$ cat src/rtl/otter_intc.sv
// Memory-mapped interrupt controller for otter_mcu: syncs sources, detects level/edge
// events with polarity select, latches them in PENDING and drives a masked, registered vector.
module otter_intc #(
  parameter int unsigned N_SRC     = 32,
  parameter logic [31:0] BASE_ADDR = 32'h1100_0000
) (
  input  logic             i_clk,
  input  logic             i_rst,
  input  logic [N_SRC-1:0] i_src,
  input  logic             i_re,
  input  logic             i_we,
  input  logic [3:0]       i_sel,
  input  logic [31:0]      i_addr,
  input  logic [31:0]      i_w_data,
  output logic [31:0]      o_r_data,
  output logic [31:0]      o_intrpt
);

  localparam int unsigned W = N_SRC;

  localparam logic [3:0] IDX_PENDING  = 4'h0;
  localparam logic [3:0] IDX_ENABLE   = 4'h1;
  localparam logic [3:0] IDX_MODE     = 4'h2;
  localparam logic [3:0] IDX_POLARITY = 4'h3;
  localparam logic [3:0] IDX_RAW      = 4'h4;
  localparam logic [3:0] IDX_SET      = 4'h5;

  logic [W-1:0] sync1, sync2, prev;
  logic [W-1:0] pending, enable, mode, polarity;
  logic [W-1:0] adj, edge_evt, w1c, w1s, pending_nxt;
  logic [W-1:0] wr_bits, wr_mask;
  logic [31:0]  lane_mask, wr_bits_32, rd_val;
  logic [3:0]   idx;
  logic         hit, wr, rd;
  logic         unused_bits;

  assign hit        = (i_addr[31:6] == BASE_ADDR[31:6]);
  assign idx        = i_addr[5:2];
  assign wr         = i_we & hit;
  assign rd         = i_re & hit;
  assign lane_mask  = {{8{i_sel[3]}}, {8{i_sel[2]}}, {8{i_sel[1]}}, {8{i_sel[0]}}};
  assign wr_bits_32 = i_w_data & lane_mask;
  assign wr_bits    = wr_bits_32[W-1:0];
  assign wr_mask    = lane_mask[W-1:0];
  assign unused_bits = ^{i_addr[1:0], wr_bits_32, lane_mask};

  assign adj      = sync2 ^ polarity;
  assign edge_evt = adj & ~prev;
  assign w1c      = (wr && idx == IDX_PENDING) ? wr_bits : '0;
  assign w1s      = (wr && idx == IDX_SET)     ? wr_bits : '0;

  // Level bits track adj; edge bits: event and SET win over W1C.
  assign pending_nxt = (~mode & adj) | (mode & ((pending & ~w1c) | edge_evt | w1s));

  // Read mux samples pre-write register state.
  always_comb begin
    rd_val = '0;
    case (idx)
      IDX_PENDING:  rd_val = 32'(pending);
      IDX_ENABLE:   rd_val = 32'(enable);
      IDX_MODE:     rd_val = 32'(mode);
      IDX_POLARITY: rd_val = 32'(polarity);
      IDX_RAW:      rd_val = 32'(adj);
      default:      rd_val = '0;
    endcase
  end

  // Source synchroniser and edge history.
  always_ff @(posedge i_clk) begin
    if (i_rst) begin
      sync1 <= '0;
      sync2 <= '0;
      prev  <= '0;
    end else begin
      sync1 <= i_src;
      sync2 <= sync1;
      prev  <= adj;
    end
  end

  // Configuration and pending registers.
  always_ff @(posedge i_clk) begin
    if (i_rst) begin
      pending  <= '0;
      enable   <= '0;
      mode     <= '0;
      polarity <= '0;
    end else begin
      pending <= pending_nxt;
      if (wr && idx == IDX_ENABLE)   enable   <= (enable   & ~wr_mask) | wr_bits;
      if (wr && idx == IDX_MODE)     mode     <= (mode     & ~wr_mask) | wr_bits;
      if (wr && idx == IDX_POLARITY) polarity <= (polarity & ~wr_mask) | wr_bits;
    end
  end

  // Registered bus read data (zero when not addressed) and interrupt vector.
  always_ff @(posedge i_clk) begin
    if (i_rst) begin
      o_r_data <= '0;
      o_intrpt <= '0;
    end else begin
      o_r_data <= rd ? rd_val : 32'h0;
      o_intrpt <= 32'(pending & enable);
    end
  end

endmodule

$ cat config.mk
export PLATFORM = sky130hd
export DESIGN_NAME = otter_intc
export DESIGN_NICKNAME = d
export VERILOG_FILES = /design/src/rtl/otter_intc.sv
export SDC_FILE = /design/constraint.sdc
export NUM_CORES = 1
export LEC_CHECK = 0
export BUFFER_PORTS_ARGS = -buffer_cell sky130_fd_sc_hd__buf_2
export CAP_MARGIN = 20
export CORE_ASPECT_RATIO = 0.8
export CORE_MARGIN = 1
export CORE_UTILIZATION = 30
export CTS_BUF_LIST = sky130_fd_sc_hd__clkbuf_16
export CTS_CLUSTER_SIZE = 16
export DETAILED_ROUTE_END_ITERATION = 8
export SLEW_MARGIN = 20
export SYNTH_ARGS = -nofsm -noshare
export SYNTH_HDL_FRONTEND = slang
export SYNTH_SLANG_ARGS = --single-unit
$ cat constraint.sdc
create_clock -name i_clk -period 1.8 [get_ports i_clk]
set_clock_uncertainty 0.05 [all_clocks]
set_input_delay 0.36 -clock i_clk [delete_from_list [all_inputs] [get_ports i_clk]]
set_output_delay 0.36 -clock i_clk [all_outputs]
set_load 0.1 [all_outputs]
==> metrics.md <==
| Metric | Value |
|---|---|
| Result of the run | complete, no violations |
| Delay contributed by the slowest stage of the critical path | around 0.43 ns |
| Post-detailed-route wirelength per cell | 16.75 um |
| Layout overhead on the synthesized area | 29.99% |
| Family with the most delay on the worst path | buffers and inverters |
| Count of buffers added by post-CTS timing repair for setup | 0 |
| Power density relative to cell area | around 900 mW/mm2 |
| CP Cell Sequence | buf_2 |
| Number of optimization iterations in the first detailed-route pass | 5 |
| Sequential cell fraction of total power | 0.465 |
| Share of total power consumed by net switching | 0.2203 |
| Peak supply drop | ~840 uV |
| Cell internal pwr | between 10000 and 15000 uW |
| Number of clock sinks | around 290 |
| Launching element of the worst setup path | o_r_data[2] |
| CTS H-tree depth | 1 |
| Die extent in x | between 200 and 250 um |
| Count of different cell masters after synthesis | 36 |
| Most frequently used flop master after synthesis | dfxtp_1 |
| Max-cap violation count | 0 |
| Post-Synthesis Cell Area | between 0.01 and 0.015 mm2 |
| Combined buffer and inverter count along the critical path | 1 |
| Vias post-DR | 9966 |
| Clk slew on worst S/H paths | roughly 0.07 ns |
| Share of synthesized flip-flops with an asynchronous set or reset | 0 |
| TritonCTS Buffers | 30 |
| Min-delay worst type | in2reg |
| Overall fraction of global-route tracks in use | 0.1670 |
| Min Tclk post-route | 1.745 ns |
| Share of final-layout standard cells stronger than drive strength 1 | 0.2126 |
| Starting Density | 0.3042 |
| Gr ovfl total | 0 |
| Crit end category | output port |
| CP arrival | between 1 and 1.5 ns |
| Cell count after synthesis | 1259 |
| Remaining number of nets flagged by the antenna check after routing | 0 |
| Highest routed metal layer | met5 |
| Routed met1 length | 15610 um |
| Net count after synthesis | between 1000 and 1500 |
| Number of flops mapped to enable cells by yosys | 0 |
| Post-detailed-routing wire length | around 35000 um |
| Fraction of power consumed by combinational cells | 0.054 |
| Die area | between 0.04 and 0.05 mm2 |
| Via-per-instance ratio | 4.819 |
| Boundary pin count | 168 |
| Period Utilization, post-route | 0.9693 |
| Starting DRC count in detailed routing | between 600 and 700 |
| Half-perimeter wire length after placement | ~24000 um |
| Required time at the worst-slack endpoint | 1.39 ns |
| Floorplan Core Area | about 0.04 mm2 |
| Fmax | between 0.5 and 0.6 GHz |
| Final Power | about 14000 uW |
| Final weighted congestion of routability-driven global placement | about 0.8 |
| Setup repair after global routing missed its margin | false |
| Static leakage | 0.006339 uW |
| HP Start | i_src[21] |
| Met3 wire length | around 1900 um |
| First-pass GRT wire length | around 54000 um |
| Final Max Slew Viols | 0 |
| Slowest stage cell on the critical path | buf_2 |
| Yosys warning total | 0 |
| Clock tree from TritonCTS | done |
| Worst slew margin relative to its limit | 0.6565 |
| Clock root cell | clkbuf_16 |
| WL met2 | between 15000 and 20000 um |
| Number of global-route vias before repair | between 9000 and 10000 |
| DRC violation count after routing | 0 |
| Cell area reported after detailed placement | roughly 0.014 mm2 |
| # port buffers | 165 |
| Longest Clk Path Bufs | 3 |
| Share of synthesized area occupied by flip-flops and latches | 0.4806 |
| Clk pwr share | 0.481 |
| Vertical die dimension | ~180 um |
| Final hold violation count | 0 |
| Final cell area excluding filler cells | between 0.015 and 0.02 mm2 |
| Largest net degree at the start of global routing | ~130 |
| Core Rows | between 60 and 70 |
| Skew-Pair Late Insertion Delay | roughly 0.57 ns |
| Number of antenna violations at the first check in global routing | 9 |
| Net switching power figure | 3095 uW |
| Number of cells in the design after placement | 1973 |
| Critical path class | reg2out |
| Post-synthesis register bit count | 288 |
| Final setup vio count | 0 |
| Worst-Margin Slew | a little over 0.5 ns |
| Crit path launch type | flip-flop |
| Max Fanout on Critical Path | 1 |
| Average size of a mapped cell | 9.530 um2 |
| Count of placed standard cells in the final layout, fillers left out | between 2000 and 2500 |
| Layout net count | 1605 |
## synth_stat cells (2+ instances only)
| master | count | area, um2 |
|---|---|---|
| buf_6 | 4 | 45.04 |
| nand2_1 | 68 | 255.2 |
| and4_1 | 9 | 78.83 |
| nor4bb_1 | 2 | 20.02 |
| nor3b_1 | 6 | 45.04 |
| xnor2_1 | 32 | 280.3 |
| a211oi_1 | 96 | 720.7 |
| dfxtp_1 | 288 | 5766 |
| o41ai_1 | 32 | 280.3 |
| buf_1 | 8 | 30.03 |
| a21oi_1 | 32 | 160.2 |
| a22oi_1 | 32 | 240.2 |
| inv_1 | 96 | 360.4 |
| buf_4 | 5 | 37.54 |
| nand2b_1 | 128 | 800.8 |
| o21ai_1 | 4 | 20.02 |
| o21ai_0 | 2 | 10.01 |
| nor2b_1 | 65 | 406.6 |
| nor4_1 | 5 | 31.28 |
| clkbuf_1 | 53 | 198.9 |
| and2_0 | 4 | 25.02 |
| buf_2 | 15 | 75.07 |
| a221oi_1 | 27 | 236.5 |
| nor2_1 | 97 | 364.1 |
| nand4_2 | 4 | 50.05 |
| a41oi_1 | 32 | 280.3 |
| nand4_4 | 5 | 106.4 |
| a31oi_1 | 5 | 31.28 |
| mux2i_1 | 96 | 960.9 |
## per-stage QoR
stage / setup slack, ns / utilization / TNS (ns) / hold WS, ns
CTS: 0.007995 / 0.3947 / 0 / 0.003220
finish: 0.05534 / 0.3954 / 0 / 0.01231
floorplan: 0.05183 / - / 0 / 0.3638
global route: 0.001237 / 0.3954 / 0 / 0.01992
global placement: -0.2332 / 0.3589 / -25.66 / 0.3707
detailed placement: -0.2994 / 0.3589 / -32.14 / 0.3723
## kinds of logic (layout without fill, tap and decap cells)
group                     Yosys count  count (layout)  synth area share
and+or+nand+nor                   400             400            0.1888
AOI/OAI and AO/OA                 262             262            0.1650
muxes                              96              96           0.08009
DFF                               288             288            0.4806
xor gates and xnor gates           32              32           0.02336
buffers and inverters             181             446           0.06226
other                               0               8                 0
## metal layers
metal / up-vias / GRT usage
met3: 78 / 0.02976
met5: - / 0
met1: 4680 / 0.2190
li1: 4922 / -
met4: 2 / 0.06939
met2: 284 / 0.2693
## area by class of cell
type | count | area, um2
Timing Repair Buffer | 295 | 2195
Fill cell | 3932 | 23850
Multi-Input combinational cell | 790 | 5514
Antenna cell | 8 | 20.02
Clock inverter | 24 | 295.3
Tap cell | 536 | 670.6
Sequential cell | 288 | 5766
Clock buffer | 31 | 775.7
Inverter | 96 | 360.3
## repair_timing
action	CTS	global route
endpoints found under the hold margin	33	0
endpoints found under the setup margin	8	3
pin swaps	0	0
gates resized for setup	8	3
hold buffers	32	0
## power groups by stage
stage / sequential, uW / combinational [uW] / clock (uW)
after global routing: 6530 / 831 / 7210
final: 6530 / 759 / 6760
after floorplan: 6650 / 392 / 0
after global placement: 6670 / 693 / 0
after detailed placement: 6670 / 704 / 0
after CTS: 6530 / 763 / 6910
## final timing paths
path | to | slack, ns | cells past startpoint
max | o_r_data[2] | 0.06 | 1
min | sync1[21] | 0.01 | 2
max reg2reg | pending[14] | 0.37 | 4
min reg2reg | sync2[28] | 0.38 | 1
## cell usage in the layout, fill, tap and decap left out, drive strengths merged, types with 34 or more instances in the layout
master  instances
mux2i          96
a211oi         96
nand2          68
inv           101
clkbuf         34
nor2b          65
nand2b        128
nor2           97
dfxtp         288
buf           260
No activity file was read; power rests on OpenSTA's default activity.
